File: config.mk
export PLATFORM = sky130hd
export DESIGN_NAME = entrada_dos_digitos
export DESIGN_NICKNAME = d
export VERILOG_FILES = /design/src/rtl/entrada_dos_digitos_pkg.sv /design/src/rtl/entrada_dos_digitos_contador.sv /design/src/rtl/entrada_dos_digitos.sv
export SDC_FILE = /design/constraint.sdc
export NUM_CORES = 1
export LEC_CHECK = 0
export BUFFER_PORTS_ARGS = -buffer_cell sky130_fd_sc_hd__clkbuf_2
export CORE_ASPECT_RATIO = 1.4
export CORE_MARGIN = 8
export CORE_UTILIZATION = 55
export DETAILED_ROUTE_END_ITERATION = 10
export GPL_ROUTABILITY_DRIVEN = 1
export PLACE_DENSITY = 0.81
export SLEW_MARGIN = 20
export SYNTH_ARGS = -nofsm -noshare
export SYNTH_HDL_FRONTEND = slang
export SYNTH_HIERARCHICAL = 1
export SYNTH_SLANG_ARGS = --single-unit
File: constraint.sdc
create_clock -name clk -period 2.34 [get_ports clk]
set_input_delay 0.234 -clock clk [delete_from_list [all_inputs] [get_ports clk]]
set_output_delay 0.234 -clock clk [all_outputs]
set_load 0.005 [all_outputs]
File: src/rtl/entrada_dos_digitos_pkg.sv
// Purpose : shared types and constants for the two-digit BCD entry block.
// Latency : n/a (package only).
// Backpr. : n/a (package only).
//
// Contents: FSM state encoding, decimal constants, combination width and a
// shift-add helper that turns a tens/units pair into its binary value.
package entrada_dos_digitos_pkg;

  typedef enum logic [1:0] {
    ESPERA_DECENAS  = 2'd0,
    ESPERA_UNIDADES = 2'd1,
    ENTREGA         = 2'd2
  } estado_t;

  localparam int BASE_DECIMAL      = 10;
  localparam int VALOR_MAXIMO      = 99;
  localparam int ANCHO_COMBINACION = 7;

  // Largest legal BCD digit; anything above is rejected at the input.
  localparam logic [3:0] DIGITO_MAXIMO = 4'(BASE_DECIMAL - 1);

  // tens*10 + units built as (tens<<3)+(tens<<1)+units. With legal digits the
  // result never exceeds VALOR_MAXIMO, so 7 bits are always enough.
  function automatic logic [ANCHO_COMBINACION-1:0] combina_digitos(
    input logic [3:0] decenas,
    input logic [3:0] unidades
  );
    logic [ANCHO_COMBINACION-1:0] w_por8;
    logic [ANCHO_COMBINACION-1:0] w_por2;
    logic [ANCHO_COMBINACION-1:0] w_unid;
    w_por8 = {decenas, 3'b000};
    w_por2 = {2'b00, decenas, 1'b0};
    w_unid = {3'b000, unidades};
    return w_por8 + w_por2 + w_unid;
  endfunction

endpackage

File: src/rtl/entrada_dos_digitos_contador.sv
// Purpose : cycle counter that flags when the units digit has waited too long.
// Latency : o_expira is combinational from the counter register.
// Backpr. : none; counts while i_habilitar is high, holds at the limit.
//
// Ports: clk, reset (sync, active high), i_limpiar (restart from zero),
//        i_habilitar (count this cycle), o_expira (count == TIMEOUT_CICLOS-1).
module contador_timeout #(
  parameter int TIMEOUT_CICLOS = 1000
) (
  input  logic clk,
  input  logic reset,
  input  logic i_limpiar,
  input  logic i_habilitar,
  output logic o_expira
);

  localparam int ANCHO = (TIMEOUT_CICLOS > 1) ? $clog2(TIMEOUT_CICLOS) : 1;
  localparam logic [ANCHO-1:0] LIMITE = ANCHO'(TIMEOUT_CICLOS - 1);

  logic [ANCHO-1:0] r_cuenta;

  always_ff @(posedge clk) begin
    if (reset) begin
      r_cuenta <= '0;
    end else if (i_limpiar) begin
      r_cuenta <= '0;
    end else if (i_habilitar && (r_cuenta != LIMITE)) begin
      // Saturate at the limit so the counter can never wrap back to zero.
      r_cuenta <= r_cuenta + ANCHO'(1);
    end
  end

  assign o_expira = (r_cuenta == LIMITE);

endmodule

File: src/rtl/entrada_dos_digitos.sv
// Purpose : collects a tens then a units BCD digit and outputs their binary value.
// Latency : combinacion/combinacion_valida appear one cycle after the units edge.
// Backpr. : listo=0 for the single ENTREGA cycle; digits offered then are dropped.
//
// Ports: clk, reset (sync, active high), digito_valido/digito (BCD input),
//        borrar (abort entry), listo (digit accepted this cycle),
//        combinacion[6:0] (last completed value), combinacion_valida,
//        error_digito, expirado (one-cycle status pulses).
module entrada_dos_digitos
  import entrada_dos_digitos_pkg::*;
#(
  parameter int TIMEOUT_CICLOS = 1000
) (
  input  logic                         clk,
  input  logic                         reset,
  input  logic                         digito_valido,
  input  logic [3:0]                   digito,
  input  logic                         borrar,
  output logic                         listo,
  output logic [ANCHO_COMBINACION-1:0] combinacion,
  output logic                         combinacion_valida,
  output logic                         error_digito,
  output logic                         expirado
);

  estado_t                      r_estado;
  estado_t                      w_estado_sig;
  logic [3:0]                   r_decenas;
  logic [ANCHO_COMBINACION-1:0] r_combinacion;
  logic                         r_combinacion_valida;
  logic                         r_error_digito;
  logic                         r_expirado;

  logic w_listo;
  logic w_intento;
  logic w_ilegal;
  logic w_acepta;
  logic w_rechaza;
  logic w_en_decenas;
  logic w_en_unidades;
  logic w_completa;
  logic w_cont_expira;
  logic w_expira;

  assign w_listo       = (r_estado != ENTREGA);
  assign w_en_decenas  = (r_estado == ESPERA_DECENAS);
  assign w_en_unidades = (r_estado == ESPERA_UNIDADES);

  // borrar outranks any digit presented in the same cycle.
  assign w_intento  = w_listo & digito_valido & ~borrar;
  assign w_ilegal   = (digito > DIGITO_MAXIMO);
  assign w_acepta   = w_intento & ~w_ilegal;
  assign w_rechaza  = w_intento & w_ilegal;
  assign w_completa = w_en_unidades & w_acepta;

  // A units digit on the expiry cycle wins; a rejected digit freezes the
  // state, so the expiry is simply re-evaluated on the following cycle.
  assign w_expira = w_en_unidades & w_cont_expira & ~borrar & ~w_acepta & ~w_rechaza;

  contador_timeout #(
    .TIMEOUT_CICLOS(TIMEOUT_CICLOS)
  ) u_contador (
    .clk        (clk),
    .reset      (reset),
    .i_limpiar  (w_en_decenas & w_acepta),
    .i_habilitar(w_en_unidades & ~w_rechaza),
    .o_expira   (w_cont_expira)
  );

  always_ff @(posedge clk) begin
    if (reset) begin
      r_estado <= ESPERA_DECENAS;
    end else begin
      r_estado <= w_estado_sig;
    end
  end

  always_comb begin
    w_estado_sig = r_estado;
    if (borrar) begin
      w_estado_sig = ESPERA_DECENAS;
    end else begin
      unique case (r_estado)
        ESPERA_DECENAS: begin
          if (w_acepta) w_estado_sig = ESPERA_UNIDADES;
        end
        ESPERA_UNIDADES: begin
          if (w_acepta)      w_estado_sig = ENTREGA;
          else if (w_expira) w_estado_sig = ESPERA_DECENAS;
        end
        ENTREGA: begin
          w_estado_sig = ESPERA_DECENAS;
        end
        default: begin
          w_estado_sig = ESPERA_DECENAS;
        end
      endcase
    end
  end

  always_ff @(posedge clk) begin
    if (reset) begin
      r_decenas            <= '0;
      r_combinacion        <= '0;
      r_combinacion_valida <= 1'b0;
      r_error_digito       <= 1'b0;
      r_expirado           <= 1'b0;
    end else begin
      r_combinacion_valida <= w_completa;
      r_error_digito       <= w_rechaza;
      r_expirado           <= w_expira;

      // Abort and timeout both throw away the partial entry.
      if (borrar || w_expira) begin
        r_decenas <= '0;
      end else if (w_en_decenas && w_acepta) begin
        r_decenas <= digito;
      end

      if (w_completa) begin
        r_combinacion <= combina_digitos(r_decenas, digito);
      end
    end
  end

  assign listo              = w_listo;
  assign combinacion        = r_combinacion;
  assign combinacion_valida = r_combinacion_valida;
  assign error_digito       = r_error_digito;
  assign expirado           = r_expirado;

endmodule

==> flow_metrics.env, run 1 <==
export IMPL_final_cells=196
export IMPL_drive_gt1_frac=0.185
export IMPL_critPathLaunchType="flip-flop"
export IMPL_worstHoldEndpoint="expirado$_SDFF_PP0_"
export IMPL_post_cts_buffers=0
export IMPL_ys_seq_elements=26
export IMPL_placed_cells=193
export IMPL_fin_util=0.629
export IMPL_max_freq_mhz=463
export IMPL_critPathMaxStageDelay_ps=500
export IMPL_internal_power_uw=530
export IMPL_ff2ff_path_depth=7
export IMPL_async_reset_ff_frac=0
export IMPL_yosysTopAreaCell="dfxtp_1"
export IMPL_syn_inst=144
export IMPL_critPathKind="flip-flop to flip-flop"
export IMPL_hpwl_mm=2.14
export IMPL_die_area_sq_mm=0.00438
export IMPL_period_needed_ps=2160
export IMPL_status="finished clean"
export IMPL_cp_required_ps=2560
export IMPL_placed_cell_area_sq_mm=0.00148
export IMPL_pwr_share_comb=0.085
export IMPL_regToRegEndpoint="combinacion[6]$_SDFFE_PP0P_"
export IMPL_syn_area_per_cell_sq_um=9.55
export IMPL_leakage_nw=0.633
export IMPL_drv_slew=0
export IMPL_power_density_mw_per_mm2=457
export IMPL_vdd_drop_max_v=0.000305
export IMPL_dr_pass1_iters=4
export IMPL_ys_types=39
export IMPL_detail_route_antenna_nets=0
export IMPL_tightest_slew_ps=521
export IMPL_cts_tree="yes"
export IMPL_via_count=1100
export IMPL_track_usage=0.126
export IMPL_yosysWarnings=6
export IMPL_numCtsBuffers=3
export IMPL_fin_crit_sh=0.923
export IMPL_final_cell_area_sq_mm=0.00150
export IMPL_nNetsFinal=182
export IMPL_drtIter0Drc=53
export IMPL_fillerInstances=206
export IMPL_hp_start="borrar"
export IMPL_design_core_area_sq_mm=0.00239
export IMPL_grt_max_degree=18
export IMPL_clkPwrFrac=0.262
export IMPL_fin_skew_ps=1.35
export IMPL_yosysMostFrequentCell="dfxtp_1"
export IMPL_diodes=0
export IMPL_seqPwrFrac=0.652
export IMPL_root_buffer="clkbuf_4"
export IMPL_seq_area_frac_synth=0.379
export IMPL_clk_latency_ps=310
export IMPL_sw_frac_of_total=0.230
export IMPL_ctsResizeCount=0
export IMPL_cts_reportedPaths_clkPinSlew_ps=120
export IMPL_wl_per_cell_um=13.3
export IMPL_path_cells="inv_1, fa_1, fa_1, nand2b_1, a21oi_1, xor2_1, a22o_1"
export IMPL_yosys_top_cells_count="26 x dfxtp_1, 15 x nor2_1, 12 x a21oi_1, 11 x mux2i_1, 9 x inv_1"
export IMPL_port_buffers=18
export IMPL_synth_top_cell_area_share=0.379
export IMPL_power_uw=688
export IMPL_place_gp_congestion=0.887
export IMPL_overflow=0
export IMPL_cp_max_fo=3
export IMPL_routed_wl_mm=2.61
export IMPL_hold_viol=0
export IMPL_timing_critical_path_mode_cell="fa_1"
export IMPL_rsz0062_at_grt="false"
export IMPL_antenna_found_initial=0
export IMPL_syn_to_final_growth_pct=9.37
export IMPL_grt_first_pass_wirelength_mm=4.47
export IMPL_io_pins=19
export IMPL_crit_path_top_delay_cell="fa_1"
export IMPL_endpoint_kind="flip-flop"
export IMPL_path_buf_inv=1
export IMPL_setup_tns_ps=0
export IMPL_h_tree_depth=1
export IMPL_netlist_area_sq_mm=0.00138
export IMPL_synth_area_leaders="dfxtp_1 38%, mux2i_1 8.0%, ha_1 7.3%"
export IMPL_crit_family="adder cells"
export IMPL_initial_core_util=0.575
export IMPL_die_w_um=58.3
export IMPL_grt_pass1_vias=1137
export IMPL_cts_hold_buf=0
export IMPL_power_switching_uw=158
export IMPL_r2r_setup_slack_ps=180
export IMPL_rows=21
export IMPL_ys_flop_type="dfxtp_1"
export IMPL_report_final_setup_viol=0
export IMPL_synth_nets=162
export IMPL_cts_sinks=26
export IMPL_post_drt_via_cell_ratio=5.61
export IMPL_synth_edff_count=0
export IMPL_cp_arrival_ps=2380
export IMPL_die_y_um=75.2
export IMPL_max_cap_violations=0
export IMPL_worstHoldPathType="primary input to flip-flop"
export IMPL_cts_buffer_depth=2
export IMPL_drc_errors=0
export IMPL_slew_headroom=0.650
export IMPL_holdPathStages=2
export IMPL_regToRegStartpoint="r_decenas[0]$_SDFFE_PP0P_"
==> registers in the layout (all words and copies together), names as in the netlist <==
register,flops
error_digito,1
combinacion_valida,1
combinacion,7
r_decenas,4
u_contador/r_cuenta,10
expirado,1
r_estado,2
==> worst max path at each step <==
stage | slack (ps) | cells past startpoint | end | from
floorplan | 350 | 7 | combinacion[6]$_SDFFE_PP0P_ | r_decenas[0]$_SDFFE_PP0P_
global placement | 260 | 8 | combinacion[6]$_SDFFE_PP0P_ | digito[3]
detailed placement | 160 | 8 | combinacion[6]$_SDFFE_PP0P_ | digito[3]
CTS | 190 | 7 | combinacion[6]$_SDFFE_PP0P_ | r_decenas[0]$_SDFFE_PP0P_
global route | 80 | 7 | combinacion[6]$_SDFFE_PP0P_ | r_decenas[0]$_SDFFE_PP0P_
finish | 180 | 7 | combinacion[6]$_SDFFE_PP0P_ | r_decenas[0]$_SDFFE_PP0P_
==> placed cells by master (no fill, tap or decap), types with 2 or more instances in the layout <==
cell	instances
or4_1	5
nand2b_1	4
a31oi_1	2
inv_1	9
ha_1	8
nand3_1	2
nor2b_1	2
mux2i_1	11
dfxtp_1	26
o31ai_1	4
a22o_1	2
nand2_1	8
xnor2_1	2
a21oi_1	12
or3_1	2
nand4_1	4
fa_1	2
clkbuf_2	18
o21ai_0	2
xor2_1	2
nor2_1	15
clkbuf_4	3
==> layout make-up <==
type | instances | area, sq um | area share
multi-input combinational | 106 | 795 | 0.528
sequential | 26 | 520 | 0.346
timing repair buffer | 18 | 90.1 | 0.0599
tap | 34 | 42.5 | 0.0283
inverter | 9 | 33.8 | 0.0225
clock buffer | 3 | 22.5 | 0.0150
==> routing by layer <==
layer | GRT usage | wire length, um | vias to the layer above
li1 | - | - | 554
met1 | 0.124 | 1020 | 515
met2 | 0.252 | 1450 | 22
met3 | 0.0188 | 84 | 9
met4 | 0.0519 | 54 | 0
met5 | 0 | 0 | -
==> power by group through the flow <==
stage	logic, mW	clock network, mW	registers [mW]
2_1_floorplan	0.0417	0	0.458
3_3_place_gp	0.0578	0	0.458
3_5_place_dp	0.0591	0	0.458
4_1_cts	0.0593	0.188	0.449
5_1_grt	0.0659	0.208	0.450
6_report	0.0588	0.181	0.449
==> metrics by stage <==
step | setup WS (ps) | hold WS, ps
floorplan | 352 | 312
global placement | 262 | 465
detailed placement | 156 | 467
CTS | 188 | 125
global route | 79.0 | 139
finish | 180 | 126
==> worst reg2reg max path: cells and delay by family, from the launching register on <==
family | cells | cell delay (ps)
flops | 1 | 380
simple gates | 1 | 180
buf+inv | 1 | 70
fa+ha+maj | 2 | 990
compound gates | 2 | 360
xor+xnor | 1 | 90
==> logic make-up (layout without fill, tap and decap cells) <==
logic type               after synthesis  in the layout  share of synthesized area
buffers and inverters                 12             30                     0.0437
multiplexers                          11             11                     0.0801
flip-flops                            26             26                      0.379
XOR/XNOR                               4              4                     0.0255
AND/OR/NAND/NOR                       56             56                      0.254
adder cells (fa/ha/maj)               10             10                      0.102
AO/OA/AOI/OAI                         25             25                      0.116
Power figures use the tool's default switching activity.
==> inputs of run 2 (changes only) <==
--- a/config.mk
+++ b/config.mk
@@ -8,10 +8,10 @@
 export BUFFER_PORTS_ARGS = -buffer_cell sky130_fd_sc_hd__clkbuf_2
 export CORE_ASPECT_RATIO = 1.4
 export CORE_MARGIN = 8
-export CORE_UTILIZATION = 55
+export CORE_UTILIZATION = 50
 export DETAILED_ROUTE_END_ITERATION = 10
 export GPL_ROUTABILITY_DRIVEN = 1
-export PLACE_DENSITY = 0.81
+export PLACE_DENSITY = 0.75
 export SLEW_MARGIN = 20
 export SYNTH_ARGS = -nofsm -noshare
 export SYNTH_HDL_FRONTEND = slang
==> flow_metrics.env, run 2 (same netlist as run 1, synthesis figures left out) <==
export IMPL_status="finished clean"
export IMPL_cts_buffer_depth=2
export IMPL_largest_reg_flops=10
export IMPL_max_freq_mhz=471
export IMPL_diodes=0
export IMPL_regToRegEndpoint="combinacion[6]$_SDFFE_PP0P_"
export IMPL_critPathKind="flip-flop to flip-flop"
export IMPL_drv_slew=0
export IMPL_h_tree_depth=1
export IMPL_leakage_nw=0.641
export IMPL_setup_tns_ps=0
export IMPL_endpoint_kind="flip-flop"
export IMPL_power_density_mw_per_mm2=485
export IMPL_cts_tree="yes"
export IMPL_place_gp_congestion=0.822
export IMPL_holdPathStages=2
export IMPL_antenna_found_initial=0
export IMPL_final_cell_area_sq_mm=0.00152
export IMPL_syn_to_final_growth_pct=10.6
export IMPL_regToRegStartpoint="r_decenas[0]$_SDFFE_PP0P_"
export IMPL_dr_pass1_iters=2
export IMPL_routed_wl_mm=2.76
export IMPL_clk_latency_ps=330
export IMPL_ctsResizeCount=0
export IMPL_post_drt_via_cell_ratio=5.56
export IMPL_ff2ff_path_depth=7
export IMPL_grt_first_pass_wirelength_mm=4.69
export IMPL_slew_headroom=0.632
export IMPL_grt_max_degree=18
export IMPL_cts_sinks=26
export IMPL_nNetsFinal=182
export IMPL_critPathLaunchType="flip-flop"
export IMPL_port_buffers=18
export IMPL_cts_reportedPaths_clkPinSlew_ps=140
export IMPL_detail_route_antenna_nets=0
export IMPL_design_core_area_sq_mm=0.00262
export IMPL_track_usage=0.123
export IMPL_max_cap_violations=0
export IMPL_numCtsBuffers=3
export IMPL_hpwl_mm=2.18
export IMPL_r2r_setup_slack_ps=220
export IMPL_report_final_setup_viol=0
export IMPL_overflow=0
export IMPL_wl_per_cell_um=13.8
export IMPL_vdd_drop_max_v=0.000374
export IMPL_fin_crit_sh=0.907
export IMPL_drtIter0Drc=25
export IMPL_die_area_sq_mm=0.00471
export IMPL_hp_start="borrar"
export IMPL_layout_commonest_cell="dfxtp_1"
export IMPL_tightest_slew_ps=548
export IMPL_io_pins=19
export IMPL_root_buffer="clkbuf_4"
export IMPL_cp_arrival_ps=2360
export IMPL_final_cell_mix="26 x dfxtp_1, 18 x clkbuf_2, 15 x nor2_1"
export IMPL_initial_core_util=0.526
export IMPL_worstHoldEndpoint="expirado$_SDFF_PP0_"
export IMPL_cp_required_ps=2570
export IMPL_grt_pass1_vias=1145
export IMPL_drc_errors=0
export IMPL_cp_max_fo=3
export IMPL_fin_skew_ps=8.68
export IMPL_cts_hold_buf=0
export IMPL_worstHoldPathType="primary input to flip-flop"
export IMPL_die_w_um=60.3
export IMPL_period_needed_ps=2120
export IMPL_via_count=1107
export IMPL_die_y_um=78.1
export IMPL_placed_cell_area_sq_mm=0.00148
export IMPL_top_register="u_contador/r_cuenta"
export IMPL_rows=22
export IMPL_hold_viol=0
export IMPL_rsz0062_at_grt="false"
export IMPL_post_cts_buffers=0
export IMPL_drive_gt1_frac=0.190
==> run 2: area by class of cell <==
cell class / instances / area [sq um]
Fill cell: 239 / 1090
Multi-Input combinational cell: 106 / 795
Sequential cell: 26 / 520
Timing Repair Buffer: 18 / 90.1
Tap cell: 36 / 45.0
Clock buffer: 4 / 36.3
Inverter: 9 / 33.8
==> run 2: where the power goes <==
group | switching, mW | total [mW] | internal [mW]
Clock | 0.133 | 0.229 | 0.0953
Sequential | 0.00304 | 0.449 | 0.446
Combinational | 0.0361 | 0.0596 | 0.0234
==> run 2: worst max path at each step <==
stage,startpoint,to,slack [ps],depth (start not counted)
2_1_floorplan,r_decenas[0]$_SDFFE_PP0P_,combinacion[6]$_SDFFE_PP0P_,350,7
3_3_place_gp,digito[3],combinacion[6]$_SDFFE_PP0P_,260,8
3_5_place_dp,digito[3],combinacion[6]$_SDFFE_PP0P_,210,8
4_1_cts,r_decenas[0]$_SDFFE_PP0P_,combinacion[6]$_SDFFE_PP0P_,190,7
5_1_grt,r_decenas[0]$_SDFFE_PP0P_,combinacion[6]$_SDFFE_PP0P_,100,7
6_report,r_decenas[0]$_SDFFE_PP0P_,combinacion[6]$_SDFFE_PP0P_,220,7
==> run 2: routing by layer <==
layer	GRT usage	up-vias	routed length, um
li1	-	555	-
met1	0.119	533	1130
met2	0.236	12	1530
met3	0.0163	7	35
met4	0.0647	0	65
met5	0	-	0
==> run 2: stage by stage <==
step                cells   util  setup WS, ps  power [mW]  hold slack (ps)
finish                199  0.581           217       0.737              122
floorplan             144      -           352       0.500              312
CTS                   199  0.581           190       0.742              117
detailed placement    195  0.567           205       0.518              479
global route          199  0.581           102       0.762              124
global placement      195  0.567           264       0.516              464
==> run 2: worst max-delay path, stage by stage (launching register included) <==
cell and delay (ps):
dfxtp_1 390, inv_1 70, fa_1 500, fa_1 480, nand2b_1 160, a21oi_1 150
xor2_1 80, a22o_1 190
==> inputs of run 3 (changes only) <==
--- a/config.mk
+++ b/config.mk
@@ -5,13 +5,14 @@
 export SDC_FILE = /design/constraint.sdc
 export NUM_CORES = 1
 export LEC_CHECK = 0
+export ABC_AREA = 1
 export BUFFER_PORTS_ARGS = -buffer_cell sky130_fd_sc_hd__clkbuf_2
 export CORE_ASPECT_RATIO = 1.4
 export CORE_MARGIN = 8
-export CORE_UTILIZATION = 50
+export CORE_UTILIZATION = 45
 export DETAILED_ROUTE_END_ITERATION = 10
 export GPL_ROUTABILITY_DRIVEN = 1
-export PLACE_DENSITY = 0.75
+export PLACE_DENSITY = 0.68
 export SLEW_MARGIN = 20
 export SYNTH_ARGS = -nofsm -noshare
 export SYNTH_HDL_FRONTEND = slang
==> flow_metrics.env, run 3 <==
export IMPL_cts_hold_buf=0
export IMPL_hold_viol=0
export IMPL_endpoint_kind="flip-flop"
export IMPL_max_cap_violations=0
export IMPL_rsz0062_at_grt="false"
export IMPL_setup_tns_ps=0
export IMPL_cts_sinks=26
export IMPL_final_cell_area_sq_mm=0.00170
export IMPL_drv_slew=0
export IMPL_syn_area_per_cell_sq_um=6.93
export IMPL_tightest_slew_ps=350
export IMPL_via_count=1334
export IMPL_setup_ws_ps=437
export IMPL_hpwl_mm=2.38
export IMPL_post_place_ws_ps=378
export IMPL_root_buffer="clkbuf_8"
export IMPL_ctsResizeCount=0
export IMPL_fin_crit_sh=0.813
export IMPL_clk_latency_ps=270
export IMPL_cts_buffer_depth=2
export IMPL_power_density_mw_per_mm2=482
export IMPL_synth_area_leaders="dfxtp_1 34%, nand2_1 14%, nor2_1 11%"
export IMPL_max_freq_mhz=525
export IMPL_die_y_um=84.6
export IMPL_grt_max_degree=17
export IMPL_netlist_area_sq_mm=0.00151
export IMPL_detail_route_antenna_nets=0
export IMPL_cp_arrival_ps=2080
export IMPL_fin_skew_ps=7.92
export IMPL_nNetsFinal=259
export IMPL_slew_headroom=0.766
export IMPL_ys_flop_type="dfxtp_1"
export IMPL_antenna_found_initial=0
export IMPL_routed_wl_mm=3.05
export IMPL_grt_pass1_vias=1417
export IMPL_period_needed_ps=1900
export IMPL_ys_types=26
export IMPL_yosysMostFrequentCell="nand2_1"
export IMPL_final_cell_mix="58 x nand2_1, 43 x nor2_1, 31 x inv_1"
export IMPL_register_area_sq_um=520
export IMPL_seq_area_frac_synth=0.344
export IMPL_layout_commonest_cell="nand2_1"
export IMPL_critPathLaunchType="flip-flop"
export IMPL_drtIter0Drc=61
export IMPL_fillerInstances=343
export IMPL_dr_pass1_iters=6
export IMPL_status="finished clean"
export IMPL_synth_top_cell_area_share=0.344
export IMPL_cp_required_ps=2520
export IMPL_yosysWarnings=6
export IMPL_track_usage=0.125
export IMPL_h_tree_depth=1
export IMPL_drc_errors=0
export IMPL_io_pins=19
export IMPL_cts_reportedPaths_clkPinSlew_ps=90
export IMPL_die_w_um=65.0
export IMPL_top_register="u_contador/r_cuenta"
export IMPL_drive_gt1_frac=0.158
export IMPL_numCtsBuffers=3
export IMPL_synth_nets=236
export IMPL_final_cells=280
export IMPL_rows=25
export IMPL_diodes=0
export IMPL_initial_core_util=0.460
export IMPL_worstHoldPathType="primary input to flip-flop"
export IMPL_overflow=0
export IMPL_wl_per_cell_um=10.9
export IMPL_leakage_nw=0.863
export IMPL_largest_reg_flops=10
export IMPL_die_area_sq_mm=0.00550
export IMPL_ys_seq_elements=26
export IMPL_critPathKind="flip-flop to flip-flop"
export IMPL_place_gp_congestion=0.776
export IMPL_syn_to_final_growth_pct=12.7
export IMPL_grt_first_pass_wirelength_mm=5.70
export IMPL_placed_cells=276
export IMPL_synth_edff_count=0
export IMPL_cts_tree="yes"
export IMPL_cp_max_fo=2
export IMPL_hold_ws_ps=197
export IMPL_post_drt_via_cell_ratio=4.76
export IMPL_post_cts_buffers=0
export IMPL_yosysTopAreaCell="dfxtp_1"
export IMPL_port_buffers=18
export IMPL_async_reset_ff_frac=0
export IMPL_report_final_setup_viol=0
export IMPL_design_core_area_sq_mm=0.00328
export IMPL_multi_input_area_sq_um=840
export IMPL_yosys_top_cells_count="58 x nand2_1, 43 x nor2_1, 31 x inv_1, 26 x dfxtp_1, 12 x nand3_1"
export IMPL_vdd_drop_max_v=0.000325
export IMPL_syn_inst=218
export IMPL_placed_cell_area_sq_mm=0.00165
run 3: kinds of logic (layout without fill, tap and decap cells):
family	Yosys count	in the layout	share of synthesized area
XOR/XNOR	6	6	0.0348
AO/OA/AOI/OAI	10	10	0.0430
AND/OR/NAND/NOR	129	129	0.385
flip-flops	26	26	0.344
buffers and inverters	37	59	0.100
adder cells (fa/ha/maj)	10	10	0.0927
run 3: per-layer routing:
| metal | share of wire | vias to the layer above | GRT usage |
|---|---|---|---|
| li1 | - | 714 | - |
| met1 | 0.41 | 605 | 0.133 |
| met2 | 0.57 | 13 | 0.235 |
| met3 | 0.017 | 2 | 0.0200 |
| met4 | 0.0075 | 0 | 0.0478 |
| met5 | 0 | - | 0 |
run 3: area by class of cell:
class | instances | share of cell area
tap | 40 | 0.0294
multi-input combinational | 155 | 0.493
inverter | 36 | 0.0823
timing repair buffer | 19 | 0.0573
clock buffer | 4 | 0.0323
sequential | 26 | 0.306
run 3: metrics by stage:
stage,power [mW],utilization
detailed placement,0.541,0.502
global placement,0.540,0.502
global route,0.866,0.518
CTS,0.838,0.518
floorplan,0.513,-
finish,0.820,0.518
run 3: power by group:
part	internal, mW	total [mW]	switching [mW]
clock	0.150	0.291	0.141
sequential	0.447	0.451	0.00344
combinational	0.0276	0.0789	0.0513
run 3: critical path, cell delays in order (launching register included):
cell	delay [ps]
dfxtp_1	340
inv_1	70
fa_1	520
fa_1	470
inv_1	70
nand3_1	80
nand3_1	100
nand2_1	50
nor2_1	80
nor2_1	40
run 3: worst paths after layout:
check                                             end  cells after the start  slack [ps]                                start
setup / recovery          combinacion[6]$_SDFFE_PP0P_                      9         440            r_decenas[0]$_SDFFE_PP0P_
hold reg to reg   u_contador/r_cuenta[9]$_SDFFE_PP0P_                      2         510  u_contador/r_cuenta[9]$_SDFFE_PP0P_
hold / removal            combinacion[0]$_SDFFE_PP0P_                      3         200                            digito[0]
setup reg to reg          combinacion[6]$_SDFFE_PP0P_                      9         440            r_decenas[0]$_SDFFE_PP0P_
